File: config.mk
export PLATFORM = sky130hd
export DESIGN_NAME = command_fetcher_flat
export DESIGN_NICKNAME = d
export VERILOG_FILES = /design/src/rtl/command_fetcher_if.sv /design/src/rtl/command_fetcher.sv /design/src/flat_wrapper.sv
export SDC_FILE = /design/constraint.sdc
export NUM_CORES = 1
export LEC_CHECK = 0
export ABC_AREA = 0
export ABC_CLOCK_PERIOD_IN_PS = 4100
export BUFFER_PORTS_ARGS = -buffer_cell sky130_fd_sc_hd__clkbuf_2
export CAP_MARGIN = 40
export CELL_PAD_IN_SITES_DETAIL_PLACEMENT = 0
export CELL_PAD_IN_SITES_GLOBAL_PLACEMENT = 1
export CORE_ASPECT_RATIO = 2
export CORE_MARGIN = 5
export CORE_UTILIZATION = 39
export CTS_BUF_LIST = sky130_fd_sc_hd__clkbuf_2
export CTS_CLUSTER_DIAMETER = 200
export DETAILED_ROUTE_END_ITERATION = 12
export PLACE_DENSITY = 0.91
export SYNTH_ARGS = -nofsm -noshare
export SYNTH_HDL_FRONTEND = slang
export SYNTH_SLANG_ARGS = --single-unit
File: constraint.sdc
create_clock -name gpu_clk -period 4.1 [get_ports gpu_clk]
set_clock_uncertainty 0.1 [all_clocks]
set_input_delay 0.41 -clock gpu_clk [delete_from_list [all_inputs] [get_ports gpu_clk]]
set_output_delay 0.41 -clock gpu_clk [all_outputs]
set_load 0.01 [all_outputs]
File: src/rtl/command_fetcher_if.sv
// Mailbox memory port plus core command handshake for one command_fetcher.
// The master side is the fetcher; the slave side is the memory and core.
interface command_fetcher_if #(
    parameter int BYTES_PER_WORD    = 4,
    parameter int COMMAND_COUNT     = 4,
    parameter int BYTES_PER_COMMAND = 12
);
    localparam int WORD_BITS      = 8 * BYTES_PER_WORD;
    localparam int CAPACITY_BYTES = 12 + BYTES_PER_COMMAND * COMMAND_COUNT;
    localparam int AW             = $clog2(CAPACITY_BYTES);
    localparam int IW             = (COMMAND_COUNT > 1) ? $clog2(COMMAND_COUNT) : 1;

    logic [AW-1:0]                  mem_address;
    logic [WORD_BITS-1:0]           mem_rd_data;
    logic [WORD_BITS-1:0]           mem_wr_data;
    logic [BYTES_PER_WORD-1:0]      mem_wr_en;
    logic                           cmd_valid;
    logic                           cmd_ready;
    logic [8*BYTES_PER_COMMAND-1:0] cmd_data;
    logic [IW-1:0]                  cmd_index;
    logic                           core_idle;
    logic                           busy;

    modport master (
        output mem_address, mem_wr_data, mem_wr_en,
        output cmd_valid, cmd_data, cmd_index, busy,
        input  mem_rd_data, cmd_ready, core_idle
    );

    modport slave (
        input  mem_address, mem_wr_data, mem_wr_en,
        input  cmd_valid, cmd_data, cmd_index, busy,
        output mem_rd_data, cmd_ready, core_idle
    );
endinterface

File: src/rtl/command_fetcher.sv
// GPU-side consumer of one core's command mailbox: polls the doorbell, claims
// the mailbox, fetches up to COMMAND_COUNT commands, hands them to the core,
// then posts a completion count and releases the mailbox.
// All outputs are registered: the comb logic computes next state/counters and
// the outputs that belong to that next state, which the flops then present.
module command_fetcher #(
    parameter int BYTES_PER_WORD    = 4,
    parameter int COMMAND_COUNT     = 4,
    parameter int BYTES_PER_COMMAND = 12
) (
    input  logic                gpu_clk,
    input  logic                gpu_reset_n,
    command_fetcher_if.master   bus
);
    localparam int WORD_BITS      = 8 * BYTES_PER_WORD;
    localparam int CAPACITY_BYTES = 12 + BYTES_PER_COMMAND * COMMAND_COUNT;
    localparam int AW             = $clog2(CAPACITY_BYTES);
    localparam int IW             = (COMMAND_COUNT > 1) ? $clog2(COMMAND_COUNT) : 1;
    localparam int WPC            = BYTES_PER_COMMAND / BYTES_PER_WORD;
    localparam int WW             = $clog2(WPC + 1);
    localparam int NW             = $clog2(COMMAND_COUNT + 1);

    typedef enum logic [3:0] {
        S_INIT, S_POLL_ADDR, S_POLL_CHK, S_CLAIM, S_CLEAR,
        S_FETCH, S_ISSUE, S_DRAIN, S_DONE, S_RELEASE
    } state_t;

    state_t                          state_r, state_s;
    logic                            init_wr_r;
    logic [NW-1:0]                   n_r, n_s;
    logic [IW-1:0]                   k_r, k_s;
    logic [WW-1:0]                   w_r, w_s;
    logic [AW-1:0]                   addr_r, addr_s;
    logic [WORD_BITS-1:0]            wr_data_r, wr_data_s;
    logic [BYTES_PER_WORD-1:0]       wr_en_r, wr_en_s;
    logic                            valid_r;
    logic [8*BYTES_PER_COMMAND-1:0]  data_r;
    logic [IW-1:0]                   index_r;
    logic                            busy_r;

    // Next-state and batch counter logic.
    always_comb begin
        state_s = state_r;
        n_s     = n_r;
        k_s     = k_r;
        w_s     = w_r;
        case (state_r)
            // First INIT cycle only schedules the status clear; the second performs it.
            S_INIT: begin
                if (init_wr_r) begin
                    state_s = S_POLL_ADDR;
                end else begin
                    state_s = S_INIT;
                end
            end
            S_POLL_ADDR: state_s = S_POLL_CHK;
            S_POLL_CHK: begin
                if (bus.mem_rd_data == {WORD_BITS{1'b0}}) begin
                    state_s = S_POLL_ADDR;
                end else begin
                    if (bus.mem_rd_data > WORD_BITS'(COMMAND_COUNT)) begin
                        n_s = NW'(COMMAND_COUNT);
                    end else begin
                        n_s = NW'(bus.mem_rd_data);
                    end
                    k_s     = {IW{1'b0}};
                    state_s = S_CLAIM;
                end
            end
            S_CLAIM: state_s = S_CLEAR;
            S_CLEAR: begin
                w_s     = {WW{1'b0}};
                state_s = S_FETCH;
            end
            // One extra FETCH cycle after the last address absorbs the read latency.
            S_FETCH: begin
                if (w_r == WW'(WPC)) begin
                    state_s = S_ISSUE;
                end else begin
                    w_s = w_r + WW'(1);
                end
            end
            S_ISSUE: begin
                if (bus.cmd_ready) begin
                    if ((NW'(k_r) + NW'(1)) < n_r) begin
                        k_s     = k_r + IW'(1);
                        w_s     = {WW{1'b0}};
                        state_s = S_FETCH;
                    end else begin
                        state_s = S_DRAIN;
                    end
                end else begin
                    state_s = S_ISSUE;
                end
            end
            S_DRAIN: begin
                if (bus.core_idle) begin
                    state_s = S_DONE;
                end else begin
                    state_s = S_DRAIN;
                end
            end
            S_DONE:    state_s = S_RELEASE;
            S_RELEASE: state_s = S_POLL_ADDR;
            default:   state_s = S_INIT;
        endcase
    end

    // Memory port values belonging to the state being entered.
    always_comb begin
        addr_s    = {AW{1'b0}};
        wr_data_s = {WORD_BITS{1'b0}};
        wr_en_s   = {BYTES_PER_WORD{1'b0}};
        case (state_s)
            S_INIT: begin
                wr_en_s = {BYTES_PER_WORD{1'b1}};
            end
            S_POLL_ADDR: begin
                addr_s = AW'(4);
            end
            S_CLAIM: begin
                wr_en_s   = {BYTES_PER_WORD{1'b1}};
                wr_data_s = WORD_BITS'(1);
            end
            S_CLEAR: begin
                wr_en_s = {BYTES_PER_WORD{1'b1}};
                addr_s  = AW'(4);
            end
            S_FETCH: begin
                if (w_s < WW'(WPC)) begin
                    addr_s = AW'(12 + BYTES_PER_COMMAND * int'(k_s) + BYTES_PER_WORD * int'(w_s));
                end else begin
                    addr_s = {AW{1'b0}};
                end
            end
            S_DONE: begin
                wr_en_s   = {BYTES_PER_WORD{1'b1}};
                addr_s    = AW'(8);
                wr_data_s = WORD_BITS'(n_s);
            end
            S_RELEASE: begin
                wr_en_s = {BYTES_PER_WORD{1'b1}};
            end
            default: begin
                addr_s = {AW{1'b0}};
            end
        endcase
    end

    // State, counters, registered outputs and command word capture.
    always_ff @(posedge gpu_clk or negedge gpu_reset_n) begin
        if (!gpu_reset_n) begin
            state_r   <= S_INIT;
            init_wr_r <= 1'b0;
            n_r       <= {NW{1'b0}};
            k_r       <= {IW{1'b0}};
            w_r       <= {WW{1'b0}};
            addr_r    <= {AW{1'b0}};
            wr_data_r <= {WORD_BITS{1'b0}};
            wr_en_r   <= {BYTES_PER_WORD{1'b0}};
            valid_r   <= 1'b0;
            data_r    <= {(8*BYTES_PER_COMMAND){1'b0}};
            index_r   <= {IW{1'b0}};
            busy_r    <= 1'b0;
        end else begin
            state_r   <= state_s;
            init_wr_r <= 1'b1;
            n_r       <= n_s;
            k_r       <= k_s;
            w_r       <= w_s;
            addr_r    <= addr_s;
            wr_data_r <= wr_data_s;
            wr_en_r   <= wr_en_s;
            valid_r   <= (state_s == S_ISSUE);
            index_r   <= k_s;
            if (state_r == S_FETCH && w_r != {WW{1'b0}}) begin
                data_r[WORD_BITS*(int'(w_r)-1) +: WORD_BITS] <= bus.mem_rd_data;
            end
            if (state_r == S_CLAIM) begin
                busy_r <= 1'b1;
            end else if (state_r == S_RELEASE) begin
                busy_r <= 1'b0;
            end
        end
    end

    assign bus.mem_address = addr_r;
    assign bus.mem_wr_data = wr_data_r;
    assign bus.mem_wr_en   = wr_en_r;
    assign bus.cmd_valid   = valid_r;
    assign bus.cmd_data    = data_r;
    assign bus.cmd_index   = index_r;
    assign bus.busy        = busy_r;
endmodule

File: src/flat_wrapper.sv
// flat-port wrapper written by rule: the top's interface ports become plain ports
module command_fetcher_flat 
#(
    parameter int BYTES_PER_WORD    = 4,
    parameter int COMMAND_COUNT     = 4,
    parameter int BYTES_PER_COMMAND = 12
)
  (gpu_clk, gpu_reset_n, bus_mem_address, bus_mem_wr_data, bus_mem_wr_en, bus_cmd_valid, bus_cmd_data, bus_cmd_index, bus_busy, bus_mem_rd_data, bus_cmd_ready, bus_core_idle);
  command_fetcher_if #(.BYTES_PER_WORD(BYTES_PER_WORD), .COMMAND_COUNT(COMMAND_COUNT), .BYTES_PER_COMMAND(BYTES_PER_COMMAND)) bus_i ();
  input  logic gpu_clk;
  input  logic gpu_reset_n;
  output wire logic [$bits(bus_i.mem_address)-1:0] bus_mem_address;
  output wire logic [$bits(bus_i.mem_wr_data)-1:0] bus_mem_wr_data;
  output wire logic [$bits(bus_i.mem_wr_en)-1:0] bus_mem_wr_en;
  output wire logic [$bits(bus_i.cmd_valid)-1:0] bus_cmd_valid;
  output wire logic [$bits(bus_i.cmd_data)-1:0] bus_cmd_data;
  output wire logic [$bits(bus_i.cmd_index)-1:0] bus_cmd_index;
  output wire logic [$bits(bus_i.busy)-1:0] bus_busy;
  input wire logic [$bits(bus_i.mem_rd_data)-1:0] bus_mem_rd_data;
  input wire logic [$bits(bus_i.cmd_ready)-1:0] bus_cmd_ready;
  input wire logic [$bits(bus_i.core_idle)-1:0] bus_core_idle;
  assign bus_mem_address = bus_i.mem_address;
  assign bus_mem_wr_data = bus_i.mem_wr_data;
  assign bus_mem_wr_en = bus_i.mem_wr_en;
  assign bus_cmd_valid = bus_i.cmd_valid;
  assign bus_cmd_data = bus_i.cmd_data;
  assign bus_cmd_index = bus_i.cmd_index;
  assign bus_busy = bus_i.busy;
  assign bus_i.mem_rd_data = bus_mem_rd_data;
  assign bus_i.cmd_ready = bus_cmd_ready;
  assign bus_i.core_idle = bus_core_idle;
  command_fetcher #(.BYTES_PER_WORD(BYTES_PER_WORD), .COMMAND_COUNT(COMMAND_COUNT), .BYTES_PER_COMMAND(BYTES_PER_COMMAND)) u_core (.gpu_clk(gpu_clk), .gpu_reset_n(gpu_reset_n), .bus(bus_i));
endmodule
==> results by group <==
Global route
  – Largest net degree at the start of global routing: 62
  – Number of global-route vias before repair: 4,726
  – Initial antenna violation count: 1
  – Global router's overall resource usage: 0.1971
  – First-pass GRT wire length: 24,820 um
  – Total global routing overflow: 0

Timing
  – Transition time of the tightest slew-check pin: 836.1 ps
  – Fraction of the cycle the final worst path needs: 0.9251
  – Maximum operating frequency: 263.6 MHz
  – Minimum period implied by the final worst setup slack: 3793 ps
  – Final count of negative-setup-slack endpoints: 0
  – Relative slew margins: 0.4426
  – RSZ-0062 raised after global routing: false
  – Final hold violation count: 0
  – Setup TNS after final layout: 0 ps
  – Final-report max-slew violation count: 0

Worst setup path
  – Slowest stage cell, crit path: o2111ai_1
  – Category of cells accounting for the largest share of critical-path delay: adder cells
  – Worst EP arrival: 4260 ps
  – Critical setup path kind: reg2reg
  – Crit Path Max Fanout: 6
  – Kind of start point of the critical path: register
  – Kind of end point of the critical path: register
  – Critical Path Max Stage Delay: 580 ps
  – Cell type with the highest occurrence count on the critical path: ha_1
  – Crit-path cells: ha_1, ha_1, nand2_1, o2111ai_1, mux2i_1, o21a_1, inv_1, fa_1, ha_1, fa_1, xnor2_1, nor3_1
  – CP required: 4560 ps
  – Critical path buffer and inverter count: 1

Drt
  – Remaining DRCs: 0
  – Total Wirelength: 15,560 um
  – Wire per inst: 17.72 um
  – Number of nets still failing antenna checks after routing: 0
  – Total vias in the final route: 4,466
  – Drt via density: 5.087
  – Detailed Route Iter0 Violations: 223
  – First drt pass iteration count: 4

Place
  – IO Port Bufs: 146
  – Hpwl dp: 11,500 um
  – Routability-driven placement congestion ratio: 0.8664

Finish
  – FILL cells: 1,258
  – Final nets: 761
  – Area added between synthesis and finish: 25.49%
  – Fraction of layout instances using a drive strength above 1: 0.2784

Pwr
  – Total power: 0.005159 W
  – Power density over the cells: 771.9 nW/um^2
  – IR Drop Worst-Case VDD: 0.4136 mV
  – Leakage power summed over all cells: 3.379 nW

Die
  – Die outline width: 92.63 um
  – Total number of placement rows: 60
  – Total die area: 16,230 um^2
  – Die boundary height: 175.3 um
  – IO Count: 178
  – Core box area: 13,440 um^2
  – Starting density of the core: 0.3963

Yosys
  – Async set-reset flop share out of synthesis: 1.000
  – Area share of the largest cell type after synthesis: 0.5545
  – Count of cell types in the netlist: 49
  – Synth warnings: 0
  – Number of register bits inferred by synthesis: 118
  – Share of the yosys chip area belonging to registers: 0.5545
  – Netlist Area Pre-Place: 5325 um^2
  – Syn avg cell area: 10.01 um^2
  – EDFF count, synth: 0
  – Cell taking the most area after synthesis: dfrtp_1
  – Most used flip-flop cell after synthesis: dfrtp_1
  – Gate count after technology mapping: 532
  – Top post-synthesis cells by area: dfrtp_1 55%, nand2_1 9.9%, o21ai_0 6.7%

CTS
  – Post-CTS setup buffer count: 0
  – CTS sink count: 118
  – Clock transition at the registers of the reported paths: 180 ps
  – CTS tree: yes
  – Clock latency reported for the late side of the worst-skew pair: 630 ps
  – Buffer levels on the longest clock path: 2
  – Num CTS Buffers: 17
  – Clk Tree Root Cell: clkbuf_2
  – CTS H-tree depth: 4

Job
  – Max-cap violations: 0

Outcome
  – Run status: completed

Min path
  – Class of the worst hold path: in2reg
## report_power, final
part | total, W | switching [W] | internal [W] | leakage [nW]
clock network | 0.000674 | 0.000456 | 0.000217 | 0.120
registers | 0.00209 | 0.000404 | 0.00168 | 1.48
logic | 0.00240 | 0.00139 | 0.00101 | 1.78
total | 0.00516 | 0.00225 | 0.00291 | 3.38
## Yosys cell counts (2+ instances only)
| cell type | count |
|---|---|
| nand2_1 | 140 |
| nor3b_1 | 2 |
| nor3_1 | 5 |
| nor2b_1 | 2 |
| o21a_1 | 2 |
| a22o_1 | 32 |
| or3_1 | 2 |
| buf_2 | 6 |
| buf_4 | 35 |
| nand4_1 | 3 |
| conb_1 | 2 |
| nor2_1 | 7 |
| inv_1 | 14 |
| a21oi_1 | 4 |
| a21o_1 | 3 |
| fa_1 | 2 |
| nor4_1 | 7 |
| o21ai_0 | 71 |
| a32oi_1 | 2 |
| nand3_1 | 3 |
| and2_1 | 6 |
| o21ai_1 | 3 |
| and3_1 | 2 |
| mux2i_1 | 2 |
| ha_1 | 14 |
| dfrtp_1 | 118 |
| clkbuf_1 | 21 |
## cell type report
class	count	area, um^2	area share
clock buffer	19	95.09	0.01423
tap	155	193.9	0.02902
multi-input combinational	368	2076	0.3106
sequential	118	2953	0.4419
inverter	14	52.55	0.007864
antenna	1	2.502	0.0003745
clock inverter	13	108.9	0.01629
timing repair buffer	190	1201	0.1797
## worst paths after layout
check / from / to / slack (ps) / depth (start not counted)
setup / recovery: u_core.k_r[0] / u_core.bus.mem_address[5] / 310 / 12
hold / removal: bus_cmd_ready / u_core.state_r[0] / 180 / 4
setup reg to reg: u_core.k_r[0] / u_core.bus.mem_address[5] / 310 / 12
hold reg to reg: u_core.bus.cmd_data[33] / u_core.bus.cmd_data[33] / 400 / 2
max in group asynchronous: gpu_reset_n / u_core.bus.cmd_data[71] / 2790 / 3
min in group asynchronous: gpu_reset_n / u_core.bus.cmd_data[6] / 270 / 2
## worst min-delay path, cell delays in order
cell and delay (ps):
clkbuf_2 110, a32oi_1 100, o211a_1 160, inv_1 90
## through the flow
| stage | util | hold slack [ps] | area [um^2] | setup WS [ps] | cells |
|---|---|---|---|---|---|
| 6_report | 0.4973 | 175.9 | 6683 | 307.0 | 878 |
| 5_1_grt | 0.4973 | 66.82 | 6683 | 210.4 | 878 |
| 4_1_cts | 0.4971 | 79.18 | 6680 | 314.3 | 877 |
| 3_5_place_dp | 0.4566 | 371.6 | 6136 | 241.3 | 811 |
| 3_3_place_gp | 0.4525 | 364.1 | 6081 | 306.9 | 809 |
| 2_1_floorplan | - | 14.41 | 5438 | 696.3 | 562 |
## flip-flops by register name (all words and copies together), names as in the netlist
| name | flops |
|---|---|
| u_core.bus.busy | 1 |
| u_core.bus.cmd_data | 96 |
| u_core.bus.cmd_valid | 1 |
| u_core.bus.mem_address | 4 |
| u_core.bus.mem_wr_data | 3 |
| u_core.bus.mem_wr_en | 1 |
| u_core.init_wr_r | 1 |
| u_core.k_r | 2 |
| u_core.n_r | 3 |
| u_core.state_r | 4 |
| u_core.w_r | 2 |
## logic make-up (layout without fill, tap and decap cells)
family | count (synthesis) | in the layout | share of synthesized area
XOR/XNOR | 2 | 2 | 0.003290
flip-flops | 118 | 118 | 0.5545
multiplexers | 2 | 2 | 0.003760
buffers and inverters | 76 | 236 | 0.07965
other | 2 | 33 | 0.001410
adder cells (fa/ha/maj) | 16 | 16 | 0.04041
AND/OR/NAND/NOR | 188 | 188 | 0.1584
AO/OA/AOI/OAI | 128 | 128 | 0.1586
## per-layer routing
layer	wire, um	track usage	up-vias
met3	711	0.04372	40
met2	8646	0.3668	147
met4	665	0.1028	0
li1	-	-	2107
met1	5534	0.2010	2172
met5	0	0	-
## repair_timing
item / CTS / global route
gates resized for setup: 0 / 0
hold buffers: 34 / 0
hold endpoints to repair: 158 / 0
## layout by cell type, fill, tap and decap left out, drive strengths merged, types with 4 or more instances in the layout
cell type / n
a21oi: 4
a22o: 33
and2: 6
buf: 11
clkbuf: 164
clkinv: 6
clkinvlp: 5
conb: 32
dfrtp: 118
dlygate4sd3: 34
ha: 14
inv: 15
nand2: 140
nand3: 4
nor2: 8
nor3: 5
nor4: 7
o21ai: 74
Power figures use the tool's default switching activity.
